File: src/rtl/pid_pwm_out_pkg.sv
// Shared defaults and duty-mapping helper for the PID PWM output stage.
package pid_pwm_out_pkg;

    localparam int DEF_OUTPUT_WIDTH  = 16;
    localparam int DEF_PWM_CNT_WIDTH = 10;
    localparam int DEF_DEAD_TIME     = 2;
    localparam int DEF_TRIG_DIV      = 1;

    // Offset that moves a signed control value onto an unsigned 0..2^width-1 scale.
    function automatic logic [63:0] duty_offset(input int width);
        return 64'd1 << (width - 1);
    endfunction

endpackage

File: src/rtl/pwm_deadtime.sv
// Complementary gate driver: delays each output's rising edge by DEAD_TIME clocks,
// drops it one clock after its source falls, and idles low while force_off is set.
module pwm_deadtime #(
    parameter int DEAD_TIME = 2
) (
    input  logic clk,
    input  logic reset,
    input  logic force_off,
    input  logic raw,
    output logic pwm_h,
    output logic pwm_l
);

    localparam int CW = (DEAD_TIME > 0) ? $clog2(DEAD_TIME + 1) : 1;
    localparam logic [CW-1:0] DT = CW'(DEAD_TIME);

    logic [1:0]    want;
    logic [1:0]    out_q;
    logic [CW-1:0] delay_cnt [2];

    assign want = {~raw, raw};

    // Channel 0 is the high side, channel 1 the low side; a source drop cancels any pending delay.
    always_ff @(posedge clk) begin
        for (int i = 0; i < 2; i++) begin
            if (reset || force_off || !want[i]) begin
                out_q[i]     <= 1'b0;
                delay_cnt[i] <= '0;
            end else if (!out_q[i]) begin
                if (delay_cnt[i] == DT) begin
                    out_q[i] <= 1'b1;
                end else begin
                    delay_cnt[i] <= delay_cnt[i] + 1'b1;
                end
            end
        end
    end

    assign pwm_h = out_q[0];
    assign pwm_l = out_q[1];

endmodule

File: src/rtl/pid_pwm_out.sv
// PID output stage: maps the signed control value to a double-buffered PWM duty,
// drives dead-timed complementary gates and issues carrier-locked PID triggers.
module pid_pwm_out
    import pid_pwm_out_pkg::*;
#(
    parameter int OUTPUT_WIDTH  = DEF_OUTPUT_WIDTH,
    parameter int PWM_CNT_WIDTH = DEF_PWM_CNT_WIDTH,
    parameter int DEAD_TIME     = DEF_DEAD_TIME,
    parameter int TRIG_DIV      = DEF_TRIG_DIV
) (
    input  logic                           clk,
    input  logic                           reset,
    input  logic                           en,
    input  logic [PWM_CNT_WIDTH-1:0]       period,
    input  logic signed [OUTPUT_WIDTH-1:0] sig_in,
    input  logic                           sig_valid,
    output logic                           trig,
    output logic                           pwm_h,
    output logic                           pwm_l,
    output logic [PWM_CNT_WIDTH-1:0]       duty,
    output logic                           overrun
);

    localparam int W   = PWM_CNT_WIDTH;
    localparam int PW  = OUTPUT_WIDTH + PWM_CNT_WIDTH;
    localparam int TDW = (TRIG_DIV > 1) ? $clog2(TRIG_DIV) : 1;
    localparam logic [TDW-1:0] TDIV_LAST = TDW'(TRIG_DIV - 1);
    localparam logic [OUTPUT_WIDTH-1:0] DUTY_OFFSET = OUTPUT_WIDTH'(duty_offset(OUTPUT_WIDTH));

    logic [W-1:0]            cnt;
    logic [W-1:0]            period_sh;
    logic [W-1:0]            eff_period;
    logic [W-1:0]            pending;
    logic [W-1:0]            pending_next;
    logic                    pending_valid;
    logic [OUTPUT_WIDTH-1:0] u_reg;
    logic                    u_valid;
    logic [TDW-1:0]          trig_div_cnt;
    logic                    running;
    logic                    wrap;
    logic                    raw;
    logic [PW-1:0]           product;

    assign eff_period   = (period_sh < W'(2)) ? W'(2) : period_sh;
    assign wrap         = en && running && (cnt == eff_period - 1'b1);
    assign product      = PW'(u_reg) * PW'(eff_period);
    assign pending_next = W'(product >> OUTPUT_WIDTH);

    // The counter starts one clock after en rises, so that first clock is treated as idle.
    always_ff @(posedge clk) begin
        if (reset) begin
            cnt           <= '0;
            period_sh     <= '1;
            duty          <= '0;
            pending       <= '0;
            pending_valid <= 1'b0;
            u_reg         <= '0;
            u_valid       <= 1'b0;
            trig_div_cnt  <= '0;
            running       <= 1'b0;
            overrun       <= 1'b0;
        end else begin
            running <= en;
            u_valid <= sig_valid;
            if (sig_valid) begin
                u_reg <= sig_in ^ DUTY_OFFSET;
            end

            // A wrap on the same clock as a pending write consumes the old value, so that is not an overrun.
            overrun <= u_valid && pending_valid && !wrap;
            if (u_valid) begin
                pending       <= pending_next;
                pending_valid <= 1'b1;
            end else if (wrap) begin
                pending_valid <= 1'b0;
            end

            if (wrap) begin
                period_sh <= period;
                if (pending_valid) begin
                    duty <= pending;
                end
            end

            if (!en) begin
                cnt          <= '0;
                trig_div_cnt <= '0;
            end else if (running) begin
                cnt <= wrap ? '0 : cnt + 1'b1;
                if (cnt == '0) begin
                    trig_div_cnt <= (trig_div_cnt == TDIV_LAST) ? '0 : trig_div_cnt + 1'b1;
                end
            end
        end
    end

    assign trig = running && (cnt == '0) && (trig_div_cnt == '0);
    assign raw  = cnt < duty;

    pwm_deadtime #(
        .DEAD_TIME(DEAD_TIME)
    ) u_deadtime (
        .clk      (clk),
        .reset    (reset),
        .force_off(~(en & running)),
        .raw      (raw),
        .pwm_h    (pwm_h),
        .pwm_l    (pwm_l)
    );

endmodule

File: config.mk
export PLATFORM = sky130hd
export DESIGN_NAME = pid_pwm_out
export DESIGN_NICKNAME = d
export VERILOG_FILES = /design/src/rtl/pid_pwm_out_pkg.sv /design/src/rtl/pwm_deadtime.sv /design/src/rtl/pid_pwm_out.sv
export SDC_FILE = /design/constraint.sdc
export NUM_CORES = 1
export LEC_CHECK = 0
export CAP_MARGIN = 20
export CELL_PAD_IN_SITES_DETAIL_PLACEMENT = 0
export CELL_PAD_IN_SITES_GLOBAL_PLACEMENT = 1
export CORE_UTILIZATION = 40
export CTS_BUF_LIST = sky130_fd_sc_hd__clkbuf_8
export DETAILED_ROUTE_END_ITERATION = 10
export PLACE_DENSITY = 0.73
export SETUP_SLACK_MARGIN = 0.1
export SLEW_MARGIN = 25
export SYNTH_ARGS = -nofsm -noshare
export SYNTH_HDL_FRONTEND = slang
export SYNTH_SLANG_ARGS = --single-unit
File: constraint.sdc
create_clock -name clk -period 8.9 [get_ports clk]
set_clock_uncertainty 0.1 [all_clocks]
set_input_delay 1.335 -clock clk [delete_from_list [all_inputs] [get_ports clk]]
set_output_delay 1.335 -clock clk [all_outputs]
set_load 0.02 [all_outputs]
== Yosys cells after proc, flatten, opt, wreduce, memory -nomap -nowiden ==
Memory sizes are Yosys's and may differ from the RTL's.
Cells that the tools add are included.

* Flip-flop bits (word level): 63
* Memories kept: 1
* Bits in writable memories: 4
* Logic and storage cells: 70

{| class="wikitable"
|+ Memory list
! name !! depth !! bits a word !! rd ports !! clocked after memory_dff !! write ports !! RTL line !! source
|-
| u_deadtime.delay_cnt || 2 || 2 || 2 || 0 || 2 || pwm_deadtime.sv:19 || <nowiki>logic [CW-1:0] delay_cnt [2];</nowiki>
|}

* $add $sub $neg: 5
* Reduce and logical (&&, ||, !) cells: 16
* Equality and inequality tests: 3
* Multiply operators: 1
* Bitwise gates (word level): 7
* Order comparisons: 2
* Muxes and demuxes: 23

{| class="wikitable"
|+ Operators with widths
! cell !! count
|-
| multiplier 16 x 10 -> 26 bit || 1
|-
| 2-to-1 mux 10 bit || 2
|-
| 2-to-1 mux 1 bit || 19
|-
| adder 10 x 1 -> 10 bit (second input constant) || 1
|-
| equality test 10 bit || 1
|-
| logical NOT 10 bit || 1
|-
| < comparator 10 bit || 1
|-
| < comparator 10 x 2 -> 1 bit (second input constant) || 1
|-
| subtractor 10 x 1 -> 10 bit (second input constant) || 1
|-
| logical AND 1 bit || 6
|-
| adder 2 x 1 -> 2 bit (second input constant) || 2
|-
| equality test 2 bit (second input constant) || 2
|-
| 2-to-1 mux 2 bit || 2
|-
| inverter 1 bit || 4
|-
| AND reduction 2 bit || 2
|-
| logical OR 1 bit || 3
|-
| logical NOT 1 bit || 2
|-
| bitwise OR 1 bit || 2
|-
| nonzero test 2 bit || 1
|-
| OR reduction 2 bit || 1
|-
| adder 1 bit (second input constant) || 1
|-
| bitwise AND 1 bit || 1
|}

== Logic depth before layout (Yosys ltp) ==
Gate-level depths: netlist (run 1).

* Word-level depth: 7
* Gate-level depth with buffers: 23
* Depth with buffers taken out: 21

== Hierarchy ==
From an unflattened synthesis (run 1), not the netlist that was laid out.

* Cells, all modules: 926
* Area total of the unflattened synthesis: 8050.2 µm²

{| class="wikitable"
|+ Modules (own cells, without submodules)
! module !! area an instance (µm²) !! instances !! cells each
|-
| pid_pwm_out || 7782.5 || 1 || 904
|-
| pwm_deadtime || 267.8 || 1 || 22
|}

== Worst setup path after synthesis (run 1) ==
No wires, ideal clock.

* Path type: reg2reg
* Start point: reg period_sh[2]
* End point: reg pending[7]
* Slack: 2723 ps
* Arrival time: 6015 ps
* Cell stages (with the launch flop): 21
* Path buffers: 1
* Path through: dfxtp_1 -> or4_4 -> o31ai_1 -> clkbuf_1 -> nand2_1 -> fa_1 -> inv_1 -> fa_1 -> fa_1 -> fa_1 -> inv_1 -> fa_1 -> inv_1 -> ha_1 -> a21o_1 -> a21oi_1 -> o21ai_0 -> nor3_1 -> nor4_1 -> or4_1 -> nand3_1

* Longest elaborated chain between the ends: 3

{| class="wikitable"
|+ RTL lines
! element !! RTL line !! source
|-
| from (decl) || pid_pwm_out.sv:31 || <nowiki>logic [W-1:0] period_sh;</nowiki>
|-
| from (signal assigned) || pid_pwm_out.sv:79 || <nowiki>period_sh <= period;</nowiki>
|-
| < comparator 10 x 2 -> 1 bit || pid_pwm_out.sv:44 || <nowiki>assign eff_period = (period_sh < W'(2)) ? W'(2) : period_sh;</nowiki>
|-
| 2-to-1 mux 10 bit (*) || pid_pwm_out.sv:44 ||
|-
| multiplier 16 x 10 -> 26 bit (*) || pid_pwm_out.sv:46 || <nowiki>assign product = PW'(u_reg) * PW'(eff_period);</nowiki>
|-
| to (signal assigned) || pid_pwm_out.sv:72 || <nowiki>pending <= pending_next;</nowiki>
|-
| to (decl) || pid_pwm_out.sv:33 || <nowiki>logic [W-1:0] pending;</nowiki>
|}

Mark *: on every way between the ends. The rest lies on a longest branch, timed or not.
A chain may end at the register's enable or synchronous reset.

== Final worst setup path (run 1) ==
* Start point: reg period_sh[2]
* End point: reg pending[6]

The elaborated chain is that of the path after synthesis.

==> summary.txt, run 1 <==
Outcome
  • Status: complete, no violations

Synthesis
  • #FFs+latches synth: 66
  • Post-synth top cells: inv_1, fa_1, and2_1, nand2_1, ha_1
  • Asr flop ratio synth: 0%
  • Share of the synthesized area in the top cell type: 27.2%
  • Part of the Yosys area used for sequential elements: 17.0%
  • Most common cell in the netlist: inv_1
  • Post-synth EDFFs: 4
  • Post-synthesis cell area: 8020 µm²
  • Yosys cell types: 61
  • Syn. warnings: 0
  • Mapped Cells: 899
  • Dominant cells by area after synthesis: fa_1, dfxtp_1, ha_1
  • Ys flop type: dfxtp_1
  • Syn nets: 1,111
  • Dominant cell type by area after synthesis: fa_1
  • Mapped Avg Cell Area: 8.92 µm²

Placed design
  • Hpwl dp: 14.5 mm
  • PortBufs: 43
  • Global placer's final weighted congestion: about 0.8

Worst hold path
  • Hold path start: pending[2]
  • Worst Hold Class: reg2reg
  • Worst hold stages: 2
  • WHS Endpoint: pending[2]

Setup path
  • Critical-path cell list: or4_4 -> o31ai_2 -> buf_4 -> nand2_1 -> fa_1 -> inv_1 -> fa_1 -> fa_1 -> fa_1 -> inv_1 -> fa_1 -> inv_1 -> ha_1 -> a21o_1 -> a21oi_1 -> o21ai_0 -> nor4_1 -> nor2_1 -> a21oi_1 -> o21ai_0
  • Crit. Startpoint: period_sh[2]
  • Worst setup EP type: flip-flop
  • Critical path arrival: 6.74 ns
  • Top delay family on crit path: adder cells
  • Setup CP Type: reg2reg
  • Worst R2R End: pending[6]
  • R2R setup slack: 2.30 ns
  • Buf/Inv on CP: 4
  • CP most frequent cell: fa_1
  • Worst path required time: 9.04 ns
  • CP max-delay cell: or4_4
  • Worst Path Max Fanout: 25
  • Max incr delay on CP: between 0.7 and 0.8 ns
  • Startpoint types: flip-flop
  • FF-to-FF path depth: 20
  • R2R Path Start: period_sh[2]

Global routing
  • Busiest grt layer: met2
  • Largest net degree at the start of global routing: approximately 50
  • GRT met3 Usage: 2.17%
  • Gr usage total: between 20% and 30%
  • Global route total overflow: 0
  • Met2 usage in global routing: approximately a third
  • GRT met1 Usage: 27.7%
  • Global-route wire length before repair: 32.5 mm
  • Vias in the first global route: 6,242
  • Initial antenna violation count: 0

Run
  • Max Cap Viol: 0

STA
  • Fmax: around 150 MHz
  • Slew @ Worst Pin: 0.977 ns
  • Worst hold margin: about 0.35 ns
  • Slew Limit Fails: 0
  • TNS Setup: 0 ns
  • Max transition margin: 34.8%
  • Period utilization: 74.1%
  • Endpoints failing setup: 0
  • Final hold vios: 0
  • RSZ-0062 raised after global routing: false
  • Final Critical Period: 6.60 ns

Power and ir drop
  • Leakage: 4.25 nW
  • Pwr Density: 188 nW/µm²
  • Total Power: 1.65 mW
  • Worst VDD drop: 0.105 mV

CTS
  • CTS Root Cell: clkbuf_8
  • Clock Sinks: 66
  • CTS H-tree depth: 3
  • CTS Buf Count: 9
  • CTS tree: built
  • Post-CTS sizing: 0
  • Hold_buf cts: 0
  • Setup bufs post-CTS: 0
  • Worst skew pair latency: 0.35 ns
  • Buffer depth of the longest clock path: 2
  • Register clock-pin slew on the reported worst setup and hold paths: 0.09 ns

Die
  • Placeable Area: 19,600 µm²
  • IO Pins: 44
  • Initial Util: approximately 40%
  • Height of the chip: 144 µm
  • Die area: 20,600 µm²
  • Row count: 51
  • Die width: 144 µm

Detailed routing
  • Total routed wirelength: 19.0 mm
  • Drt pass-1 iters: 4
  • Via Count: 5,921
  • Iteration-0 DRC Markers: about 170
  • Vias per cell: 5.03
  • Final ANT Viol Nets: 0
  • Drt wl/cell: 16.2 µm
  • Remaining DRCs: 0

Finish
  • Area of the multi-input gates: 5960 µm²
  • Number of flip-flops in the largest register: 16
  • Share of cells above drive strength 1: roughly 4.3%
  • Layout area overhead: 9.72%
  • Fillers: 1,960
  • # diodes: 0
  • Nets@finish: 1,118
  • Register area: between 1000 and 1500 µm²
-- final cells by class --
cell class | instances | share of cell area, %
flip-flops and latches | 66 | 15.5
repair buffers | 51 | 5.52
clock buffers | 9 | 1.41
inverters | 128 | 5.46
well taps | 265 | 3.77
clock inverters | 7 | 0.682
multi-input cells | 650 | 67.7
-- layer usage --
| metal | part of all wire [%] | vias to the layer above |
|---|---|---|
| met2 | 47 | 111 |
| li1 | - | 2864 |
| met3 | 3.3 | 15 |
| met4 | 1.3 | 0 |
| met1 | 48 | 2931 |
| met5 | 0 | - |
-- worst reg2reg max path: cells and delay by family (launching register included) --
| family | cells | cell delay [ns] |
|---|---|---|
| simple gates | 4 | 1.60 |
| compound gates | 6 | 0.91 |
| flops | 1 | 0.64 |
| fa+ha+maj | 6 | 2.82 |
| buf+inv | 4 | 0.39 |
-- cell families after synthesis --
group | synth area share [%]
compound gates | 7.33
xor+xnor | 2.71
fa+ha+maj | 38.6
buf+inv | 8.81
flops | 17.0
mux | 4.49
simple gates | 21.1
-- placed cells by master (no fill, tap or decap), types with 3 or more instances in the layout --
| cell type | Yosys | final |
|---|---|---|
| a211oi_1 | 5 | 5 |
| a21o_1 | 9 | 9 |
| a21oi_1 | 19 | 19 |
| a221oi_1 | 3 | 3 |
| a311oi_1 | 3 | 3 |
| a31oi_1 | 3 | 3 |
| and2_1 | 94 | 94 |
| and3_1 | 3 | 3 |
| buf_4 | 0 | 8 |
| clkbuf_8 | 0 | 9 |
| clkdlybuf4s50_1 | 0 | 42 |
| dfxtp_1 | 62 | 62 |
| edfxtp_1 | 4 | 4 |
| fa_1 | 109 | 109 |
| ha_1 | 73 | 73 |
| inv_1 | 128 | 128 |
| mux2i_1 | 36 | 36 |
| nand2_1 | 94 | 94 |
| nand2b_1 | 16 | 16 |
| nand3_1 | 13 | 13 |
| nand4_1 | 10 | 10 |
| nor2_1 | 57 | 57 |
| nor2b_1 | 3 | 3 |
| nor3_1 | 5 | 5 |
| nor3b_1 | 5 | 5 |
| nor4_1 | 6 | 6 |
| o211ai_1 | 5 | 5 |
| o21a_1 | 4 | 4 |
| o21ai_0 | 14 | 14 |
| or3_1 | 3 | 3 |
| xnor2_1 | 14 | 14 |
| xor2_1 | 9 | 9 |
-- power by group --
group          internal, mW  switching (mW)  leakage (nW)
clock network         0.106           0.140        0.0927
registers             0.318          0.0256         0.554
logic                 0.452           0.611          3.61
-- per-stage QoR --
stage	setup slack [ns]	cell area [µm²]	instances	util [%]
CTS	2.24	8800	1176	44.9
finish	2.30	8800	1176	44.9
global route	1.90	8800	1176	44.9
floorplan	2.72	8020	899	-
detailed placement	2.26	8620	1160	44.0
global placement	2.38	8620	1160	44.0
-- worst max path at each step --
| stage | slack [ns] | cells past startpoint | end |
|---|---|---|---|
| after global placement | 2.38 | 20 | pending[5] |
| after global routing | 1.90 | 20 | pending[6] |
| after detailed placement | 2.26 | 20 | pending[5] |
| after floorplan | 2.72 | 20 | pending[7] |
| final | 2.30 | 20 | pending[6] |
| after CTS | 2.24 | 20 | pending[5] |
No activity file was read; power rests on OpenSTA's default activity.
==> run 2: changes to the inputs <==
==> constraint.sdc (replaced) <==
create_clock -name clk -period 6.9 [get_ports clk]
set_clock_uncertainty 0.1 [all_clocks]
set_input_delay 1.035 -clock clk [delete_from_list [all_inputs] [get_ports clk]]
set_output_delay 1.035 -clock clk [all_outputs]
set_load 0.02 [all_outputs]
==> run 2 against run 1 <==
Flip-flop and latch count is the same; global-route usage decreased by 0.71 points; highest routed layer unchanged; final area up 0.94%; non-clock buffer count increased by 3; sequential share of layout area shrank 0.14 points; first-iteration DRC count up 29%; total power rose by 32%; register-to-register slack got worse by 1.5 ns; core utilization grew 0.42 points; maximum frequency increased by 8.6%; largest power group unchanged.
==> summary.txt, run 2 (same netlist as run 1, synthesis figures left out) <==
Global routing
  • Largest net degree at the start of global routing: 49 (unchanged)
  • Gr usage total: 19.6% (was 20.3%)
  • Initial antenna violation count: 0 (unchanged)
  • Global-route wire length before repair: 31.2 mm (was 32.5 mm)
  • Vias in the first global route: 5,977 (was 6,242)
  • Global route total overflow: 0 (unchanged)

Die
  • IO Pins: 44 (unchanged)
  • Die area: 20,600 µm² (unchanged)
  • Initial Util: 40.9% (unchanged)
  • Height of the chip: 144 µm (unchanged)
  • Die width: 144 µm (unchanged)
  • Row count: 51 (unchanged)
  • Placeable Area: 19,600 µm² (unchanged)

STA
  • Period utilization: 88.1% (was 74.1%)
  • Final Critical Period: 6.08 ns (was 6.60 ns)
  • Final hold vios: 0 (unchanged)
  • Fmax: 165 MHz (was 152 MHz)
  • TNS Setup: 0 ns (unchanged)
  • Slew Limit Fails: 0 (unchanged)
  • Max transition margin: 53.1% (was 34.8%)
  • Slew @ Worst Pin: 0.701 ns (was 0.977 ns)
  • Endpoints failing setup: 0 (unchanged)
  • RSZ-0062 raised after global routing: false (unchanged)

Finish
  • Fillers: 1,951 (was 1,960)
  • Share of cells above drive strength 1: 4.49% (was 4.28%)
  • Number of flip-flops in the largest register: 16 (unchanged)
  • Post-layout instance count excluding filler cells: 1,180 (was 1,176)
  • Layout area overhead: 10.7% (was 9.72%)
  • Commonest non-fill, non-tap cells in the layout: inv_1, fa_1, and2_1, nand2_1, ha_1 (unchanged)
  • Nets@finish: 1,121 (was 1,118)
  • Core Util, Final: 45.3% (was 44.9%)
  • Commonest non-fill, non-tap cell in the layout: inv_1 (unchanged)

CTS
  • Worst skew pair latency: 0.36 ns (was 0.35 ns)
  • CTS Buf Count: 9 (unchanged)
  • Buffer depth of the longest clock path: 2 (unchanged)
  • Post-CTS sizing: 0 (unchanged)
  • Register clock-pin slew on the reported worst setup and hold paths: 0.08 ns (was 0.09 ns)
  • CTS H-tree depth: 3 (unchanged)
  • CTS Root Cell: clkbuf_8 (unchanged)
  • Clock Sinks: 66 (unchanged)
  • Setup bufs post-CTS: 0 (unchanged)
  • CTS tree: built (unchanged)
  • Hold_buf cts: 0 (unchanged)

Setup path
  • Worst R2R End: pending[7] (was pending[6])
  • Setup CP Type: reg2reg (unchanged)
  • Worst path required time: 7.10 ns (was 9.04 ns)
  • Worst Path Max Fanout: 16 (was 25)
  • R2R Path Start: period_sh[2] (unchanged)
  • Crit. Startpoint: period_sh[2] (unchanged)
  • R2R setup slack: 0.82 ns (was 2.30 ns)
  • Worst setup EP type: flip-flop (unchanged)
  • FF-to-FF path depth: 20 (unchanged)
  • Startpoint types: flip-flop (unchanged)
  • Critical path arrival: 6.28 ns (was 6.74 ns)

Placed design
  • PortBufs: 43 (unchanged)
  • Placed cell count: 1,163 (was 1,160)
  • Global placer's final weighted congestion: 0.800 (was 0.817)
  • Hpwl dp: 14.1 mm (was 14.5 mm)

Worst hold path
  • Worst Hold Class: reg2reg (unchanged)
  • Worst hold stages: 2 (unchanged)
  • WHS Endpoint: pending[9] (was pending[2])
  • Hold path start: pending[9] (was pending[2])

Power and ir drop
  • Pwr Density: 246 nW/µm² (was 188 nW/µm²)
  • Worst VDD drop: 0.126 mV (was 0.105 mV)
  • Leakage: 4.29 nW (was 4.25 nW)

Run
  • Max Cap Viol: 0 (unchanged)

Detailed routing
  • Total routed wirelength: 18.4 mm (was 19.0 mm)
  • Drt pass-1 iters: 6 (was 4)
  • Iteration-0 DRC Markers: 216 (was 168)
  • Final ANT Viol Nets: 0 (unchanged)
  • Via Count: 5,900 (was 5,921)
  • Vias per cell: 5.00 (was 5.03)
  • Remaining DRCs: 0 (unchanged)
  • Drt wl/cell: 15.6 µm (was 16.2 µm)

Outcome
  • Status: complete, no violations (unchanged)
[run 2: area by class of cell]
type | instances | area [µm²] | share of cell area, %
Clock buffer | 9 | 124 | 1.39
Inverter | 128 | 480 | 5.41
Tap cell | 265 | 332 | 3.73
Timing Repair Buffer | 54 | 508 | 5.72
Sequential cell | 66 | 1360 | 15.3
Multi-Input combinational cell | 650 | 5960 | 67.1
Clock inverter | 7 | 118 | 1.32
Antenna cell | 1 | 2.50 | 0.0282
[run 2: worst max path at each step]
stage | endpoint | depth (start not counted)
global placement | pending[5] | 19
global route | pending[7] | 20
CTS | pending[7] | 20
floorplan | pending[7] | 20
finish | pending[7] | 20
detailed placement | pending[7] | 20
[run 2: power by group]
part           internal (mW)  switching [mW]
Sequential             0.410          0.0363
Clock                  0.240           0.163
Combinational          0.577           0.762
[run 2: per-layer routing]
metal / track usage [%] / share of wire, %
met5: 0 / 0
met3: 2.20 / 3.6
met1: 27.2 / 49
met4: 5.99 / 1.4
met2: 32.0 / 46
[run 2: stage by stage]
| step | worst slack, ns | area [µm²] | hold slack [ns] | power, mW |
|---|---|---|---|---|
| floorplan | 0.723 | 8020 | 0.323 | 1.50 |
| detailed placement | 0.873 | 8640 | 0.357 | 1.81 |
| finish | 0.825 | 8880 | 0.369 | 2.19 |
| global placement | 0.934 | 8640 | 0.354 | 1.81 |
| global route | 0.502 | 8880 | 0.404 | 2.45 |
| CTS | 0.847 | 8880 | 0.373 | 2.23 |
[run 2: critical path, cell delays in order, from the launching register on]
cell and delay [ns]:
dfxtp_1 0.31, or4_4 0.59, o31ai_2 0.19, buf_4 0.26, nand2_1 0.10, fa_1 0.50, inv_1 0.05, fa_1 0.52
fa_1 0.44, fa_1 0.54, inv_1 0.05, fa_1 0.52, inv_1 0.04, ha_1 0.31, a21o_1 0.17, a21oi_1 0.16
o21ai_0 0.13, nor3_1 0.34, nor4_1 0.12, or4_1 0.50, nand3_1 0.07
==> run 3: changes to the inputs <==
--- a/config.mk
+++ b/config.mk
@@ -13,7 +13,6 @@
 export DETAILED_ROUTE_END_ITERATION = 10
 export PLACE_DENSITY = 0.73
 export SETUP_SLACK_MARGIN = 0.1
-export SLEW_MARGIN = 25
 export SYNTH_ARGS = -nofsm -noshare
 export SYNTH_HDL_FRONTEND = slang
 export SYNTH_SLANG_ARGS = --single-unit
==> results of run 3 <==
Same layout as run 2: the final DEF is identical, and so are final timing and power.
